[src/rtl/reg_file_pkg.sv]
// Shared types and helpers for the reg_file_n register file.
// Optional write-to-read bypass is selected in the top by REG_FILE_BYPASS_EN.
package reg_file_pkg;

    typedef enum logic {
        IDLE  = 1'b0,
        CLEAR = 1'b1
    } clr_state_e;

    // Minimum number of address bits needed to index n entries.
    function automatic int clog2(input int n);
        int r;
        r = 0;
        for (int i = 0; i < 31; i++) begin
            if ((1 << i) < n) begin
                r = i + 1;
            end
        end
        return r;
    endfunction

    localparam int DEFAULT_DEPTH  = 32;
    localparam int DEFAULT_ADDR_W = clog2(DEFAULT_DEPTH);

endpackage

[src/rtl/reg_file_clear_ctrl.sv]
// Clear sequencer: walks clr_ptr over every entry once per clear request and
// holds off writes while it runs. Outputs are registered alongside the state.
module reg_file_clear_ctrl
    import reg_file_pkg::*;
#(
    parameter int DEPTH  = DEFAULT_DEPTH,
    parameter int ADDR_W = clog2(DEPTH)
) (
    input  logic              clk,
    input  logic              reset,
    input  logic              clear_req,
    output logic              busy,
    output logic              wr_ready,
    output logic              clr_en,
    output logic [ADDR_W-1:0] clr_ptr
);

    clr_state_e        state_q, state_d;
    logic [ADDR_W-1:0] clr_ptr_q, clr_ptr_d;
    logic              busy_q, busy_d;
    logic              wr_ready_q, wr_ready_d;

    always_comb begin
        state_d    = state_q;
        clr_ptr_d  = clr_ptr_q;
        busy_d     = busy_q;
        wr_ready_d = wr_ready_q;
        case (state_q)
            IDLE: begin
                if (clear_req) begin
                    state_d    = CLEAR;
                    clr_ptr_d  = '0;
                    busy_d     = 1'b1;
                    wr_ready_d = 1'b0;
                end
            end
            CLEAR: begin
                // The edge that zeroes the last entry also ends the clear.
                if (clr_ptr_q == ADDR_W'(DEPTH - 1)) begin
                    state_d    = IDLE;
                    clr_ptr_d  = '0;
                    busy_d     = 1'b0;
                    wr_ready_d = 1'b1;
                end else begin
                    clr_ptr_d = clr_ptr_q + 1'b1;
                end
            end
            default: begin
                state_d    = IDLE;
                clr_ptr_d  = '0;
                busy_d     = 1'b0;
                wr_ready_d = 1'b1;
            end
        endcase
    end

    always_ff @(posedge clk) begin
        if (!reset) begin
            state_q    <= IDLE;
            clr_ptr_q  <= '0;
            busy_q     <= 1'b0;
            wr_ready_q <= 1'b1;
        end else begin
            state_q    <= state_d;
            clr_ptr_q  <= clr_ptr_d;
            busy_q     <= busy_d;
            wr_ready_q <= wr_ready_d;
        end
    end

    assign busy     = busy_q;
    assign wr_ready = wr_ready_q;
    assign clr_en   = busy_q;
    assign clr_ptr  = clr_ptr_q;

endmodule

[src/rtl/reg_file_n.sv]
// Register file: two combinational read ports, one handshaked write port,
// optional hard-zero entry 0, and a sequential clear. Bypass: REG_FILE_BYPASS_EN.
module reg_file_n
    import reg_file_pkg::*;
#(
    parameter  int WIDTH     = 32,
    parameter  int DEPTH     = DEFAULT_DEPTH,
    parameter  int HARD_ZERO = 1,
    localparam int ADDR_W    = clog2(DEPTH)
) (
    input  logic              clk,
    input  logic              reset,
    input  logic [ADDR_W-1:0] rs,
    input  logic [ADDR_W-1:0] rs2,
    input  logic [ADDR_W-1:0] rd,
    input  logic              r_type,
    input  logic [WIDTH-1:0]  busW,
    input  logic              wr_valid,
    output logic              wr_ready,
    input  logic              clear_req,
    output logic              busy,
    output logic [WIDTH-1:0]  busA,
    output logic [WIDTH-1:0]  busB
);

    logic              clr_en;
    logic [ADDR_W-1:0] clr_ptr;
    logic [ADDR_W-1:0] rw;
    logic              rw_ok;
    logic              wr_commit;
    logic [DEPTH-1:0]  wr_hit;
    logic [DEPTH-1:0]  clr_hit;
    logic [WIDTH-1:0]  mem_q [DEPTH];
    logic [WIDTH-1:0]  mem_d [DEPTH];

    reg_file_clear_ctrl #(
        .DEPTH  (DEPTH),
        .ADDR_W (ADDR_W)
    ) u_clear_ctrl (
        .clk       (clk),
        .reset     (reset),
        .clear_req (clear_req),
        .busy      (busy),
        .wr_ready  (wr_ready),
        .clr_en    (clr_en),
        .clr_ptr   (clr_ptr)
    );

    function automatic logic addr_readable(input logic [ADDR_W-1:0] a);
        return (int'(a) < DEPTH) && !((HARD_ZERO != 0) && (a == '0));
    endfunction

    assign rw        = r_type ? rd : rs2;
    assign rw_ok     = addr_readable(rw);
    // Dropped writes still complete the handshake; they just never reach storage.
    assign wr_commit = wr_valid && wr_ready && rw_ok;

    genvar gi;
    generate
        for (gi = 0; gi < DEPTH; gi++) begin : g_hit
            assign wr_hit[gi]  = wr_commit && (rw == ADDR_W'(gi));
            assign clr_hit[gi] = clr_en && (clr_ptr == ADDR_W'(gi));
        end
    endgenerate

    always_comb begin
        for (int i = 0; i < DEPTH; i++) begin
            mem_d[i] = mem_q[i];
            if (wr_hit[i] || clr_hit[i]) begin
                mem_d[i] = clr_hit[i] ? '0 : busW;
            end
        end
    end

    always_ff @(posedge clk) begin
        for (int i = 0; i < DEPTH; i++) begin
            if (!reset) begin
                mem_q[i] <= '0;
            end else begin
                mem_q[i] <= mem_d[i];
            end
        end
    end

    always_comb begin
        busA = '0;
        busB = '0;
        if (addr_readable(rs)) begin
            busA = mem_q[rs];
        end
        if (addr_readable(rs2)) begin
            busB = mem_q[rs2];
        end
`ifdef REG_FILE_BYPASS_EN
        // wr_commit is already false during a clear, so no bypass happens then.
        if (wr_commit && (rs == rw)) begin
            busA = busW;
        end
        if (wr_commit && (rs2 == rw)) begin
            busB = busW;
        end
`endif
    end

endmodule

[config.mk]
export PLATFORM = sky130hd
export DESIGN_NAME = reg_file_n
export DESIGN_NICKNAME = d
export VERILOG_FILES = /design/src/rtl/reg_file_pkg.sv /design/src/rtl/reg_file_clear_ctrl.sv /design/src/rtl/reg_file_n.sv
export SDC_FILE = /design/constraint.sdc
export NUM_CORES = 2
export LEC_CHECK = 0
export ABC_CLOCK_PERIOD_IN_PS = 4700
export CORE_UTILIZATION = 55
export CTS_CLUSTER_DIAMETER = 150
export DETAILED_ROUTE_END_ITERATION = 8
export PLACE_DENSITY = 0.74
export SLEW_MARGIN = 20
export SYNTH_ARGS = -nofsm -noshare
export SYNTH_HDL_FRONTEND = slang
export SYNTH_HIERARCHICAL = 1
export SYNTH_SLANG_ARGS = --single-unit
[constraint.sdc]
create_clock -name clk -period 4.7 [get_ports clk]
set_input_delay 0.705 -clock clk [delete_from_list [all_inputs] [get_ports clk]]
set_output_delay 0.705 -clock clk [all_outputs]
set_load 0.03 [all_outputs]
==> metrics.md <==
| Metric | Value |
|---|---|
| Worst slew pin tran | between 1 and 1.5 ns |
| Top cells by count, synth | edfxtp_1 (1,024), and2_1 (996), mux4_2 (423) |
| CTS tree | yes |
| Endpoints failing hold | 0 |
| Main area contributors after synthesis | edfxtp_1 (56%), mux4_2 (17%), and2_1 (11%) |
| Synth top area share | 0.556 |
| Clock latency on the worst-skew pair | roughly 0.70 ns |
| Number of enable flip-flop cells after synthesis | 1,024 |
| Wirelength per Cell | 36.0 µm |
| Synthesized area | roughly 55,000 µm² |
| Power Density | between 300 and 400 nW/µm² |
| Final nets | 3,813 |
| Site Rows | 115 |
| Critical path required time | 3.99 ns |
| Clk_skew | 0.0279 ns |
| Fin cells | 5,142 |
| Hold Crit Start | u_clear_ctrl/wr_ready |
| Library cells used by synthesis | just under 70 |
| Num CTS Buffers | 107 |
| Worst path max stage delay | 0.77 ns |
| CP Launch Type | input pin |
| DP Cell Count | between 4,000 and 5,000 |
| Final Max Slew Viols | 0 |
| Fin crit share | 0.970 |
| Yosys top cell by area | edfxtp_1 |
| Type of the tightest min-delay check | register to register |
| P_leak | ~0.023 µW |
| RR Endpoint | mem_q[0][25] |
| Hold Path Cell Cnt | 3 |
| Cts repair resizes | 0 |
| Via density | 7.11 |
| Peak Freq | about 220 MHz |
| Cells after Synth | 3,714 |
| Yosys reg bits | approximately 1,000 |
| Top_reg_cell synth | edfxtp_1 |
| Die height | approximately 320 µm |
| R2R Setup Slk | 1.80 ns |
| Initial core utilization | 0.558 |
| Die area | 102,000 µm² |
| Final min period | 4.56 ns |
| Pin count of the biggest net entering global routing | 75 |
| Vias in the first global route | 36,391 |
| Ys async rst share | 0 |
| Worst vdd ir | 0.330 mV |
| Core ar. | 99,000 µm² |
| Die width | 319 µm |
| CTS root buffer | clkbuf_16 |
| Pre-antenna DRT Iters | 5 |
| Total track usage | 0.365 |
| Placed wire-length estimate | 112 mm |
| Setup violators final | 0 |
| Kind of critical path | input pin to output pin |
| P&R area growth vs syn | 13.6% |
| First DRT Iteration DRCs | approximately 6,100 |
| # hold bufs at CTS | 0 |
| Routability Congestion | 0.943 |
| Buf/Inv on CP | 4 |
| Initial antenna violation count | 21 |
| Clock Path Buffers | 3 |
| Residual DRC | 0 |
| RSZ-0062 raised after global routing | no |
| Yosys warns | 6 |
| Global-route wire length before repair | 263 mm |
| Status | completed |
| Share of cells above drive strength 1 | 0.251 |
| Routed Antenna Nets | 0 |
| CP top delay family | simple AND/OR/NAND/NOR gates |
| Via count | about 37,000 |
| Seq/Total Area, Yosys | 0.559 |
| IO Port Bufs | 117 |
| Crit. End Element | output pin |
| Post-CTS Setup Bufs | 0 |
| Max Cap Violations | 0 |
| H-tree levels | 3 |
| Clk slew on worst S/H paths | 0.07 ns |
| Num ports | 118 |
| Count leader, synth | edfxtp_1 |
| Worst Path Arrival | 3.86 ns |
| Mean Syn Cell Area | 14.9 µm² |
| Hold Crit Endpoint | u_clear_ctrl/wr_ready |
| CP max FO | 14 |
| Most used cell, CP | buf_4 |
| Fillers | 7,105 |
| Setup TNS | 0 ns |
| Crit-path cells | clkdlybuf4s50_1 -> buf_4 -> or3b_2 -> o221ai_1 -> a211oi_1 -> nor3_1 -> buf_4 -> buf_4 |
| CP max stage cell | or3b_2 |
| Clock Sink Count | 1,032 |
| Rel. slew slack | 0.214 |
| GRT overflow | 0 |
| Critical R2R Launch | u_clear_ctrl/busy |
| Reg2Reg Depth | 3 |
| Final WL | 185 mm |
[cells in the final DEF (no fill, tap or decap), types with 45 or more instances in the layout]
cell / synthesis / final
edfxtp_1: 1024 / 1024
and2_1: 996 / 995
clkbuf_16: 0 / 108
mux4_2: 423 / 423
buf_12: 0 / 85
mux2i_1: 217 / 217
a22o_1: 70 / 70
buf_4: 19 / 168
o22ai_1: 58 / 58
a211oi_1: 45 / 45
[how the worst max path moves through the flow]
stage	startpoint	endpoint	slack, ns	cells past startpoint
6_report	rs2[3]	busB[31]	0.14	8
5_1_grt	rs2[3]	busB[31]	0.03	8
4_1_cts	rs2[3]	busB[31]	0.33	8
3_5_place_dp	rs2[3]	busB[31]	0.34	8
3_3_place_gp	rs2[3]	busB[31]	0.36	8
2_1_floorplan	u_clear_ctrl/busy	mem_q[0][0]	0.31	4
[state kept, by name, summed over array words and instances (netlist names)]
register	count
u_clear_ctrl/wr_ready	1
u_clear_ctrl/state_q	1
u_clear_ctrl/clr_ptr	5
mem_q	1024
u_clear_ctrl/busy	1
[power breakdown]
| group | internal (µW) | switching, µW |
|---|---|---|
| combinational | 1160 | 1740 |
| sequential | 10500 | 184 |
| clock | 4640 | 3640 |
| total | 16300 | 5560 |
[worst register-to-register path, cell delays in order (launching register included)]
cell     delay, ns
dfxtp_1       0.61
or4b_2        0.84
o31ai_4       0.34
buf_4         0.67
[per-stage QoR]
step,util,setup WS [ns],area (µm²),total power [µW],hold WS (ns)
floorplan,-,0.313,55400,12400,0.574
global route,0.634,0.0325,62800,22300,0.650
CTS,0.634,0.329,62800,21800,0.615
detailed placement,0.601,0.340,59500,13700,0.593
global placement,0.600,0.362,59400,13600,0.581
finish,0.634,0.140,62800,21800,0.620
[final cells by class]
type                            instances  area [µm²]  area share
Sequential cell                      1032       30900       0.492
Tap cell                             1287        1610      0.0256
Inverter                               30         113     0.00179
Clock buffer                          126        2770      0.0441
Antenna cell                           12        30.0    0.000478
Clock inverter                         68         567     0.00903
Timing Repair Buffer                  305        3470      0.0553
Multi-Input combinational cell       2282       23300       0.371
[kinds of logic after synthesis]
| kind of cell | synth area share |
|---|---|
| fa+ha+maj | 0.000679 |
| flops | 0.559 |
| mux | 0.217 |
| buf+inv | 0.0327 |
| xor+xnor | 0.000159 |
| other cells | 0.0000679 |
| compound gates | 0.0537 |
| simple gates | 0.136 |
[routing by layer]
metal	share of wire	vias to the layer above	track usage
met5	0.00034	-	0
met4	0.055	10	0.175
met3	0.15	603	0.114
met2	0.45	3097	0.555
met1	0.34	18373	0.479
li1	-	14477	-
Note: power is estimated with default switching activity, not from simulation.
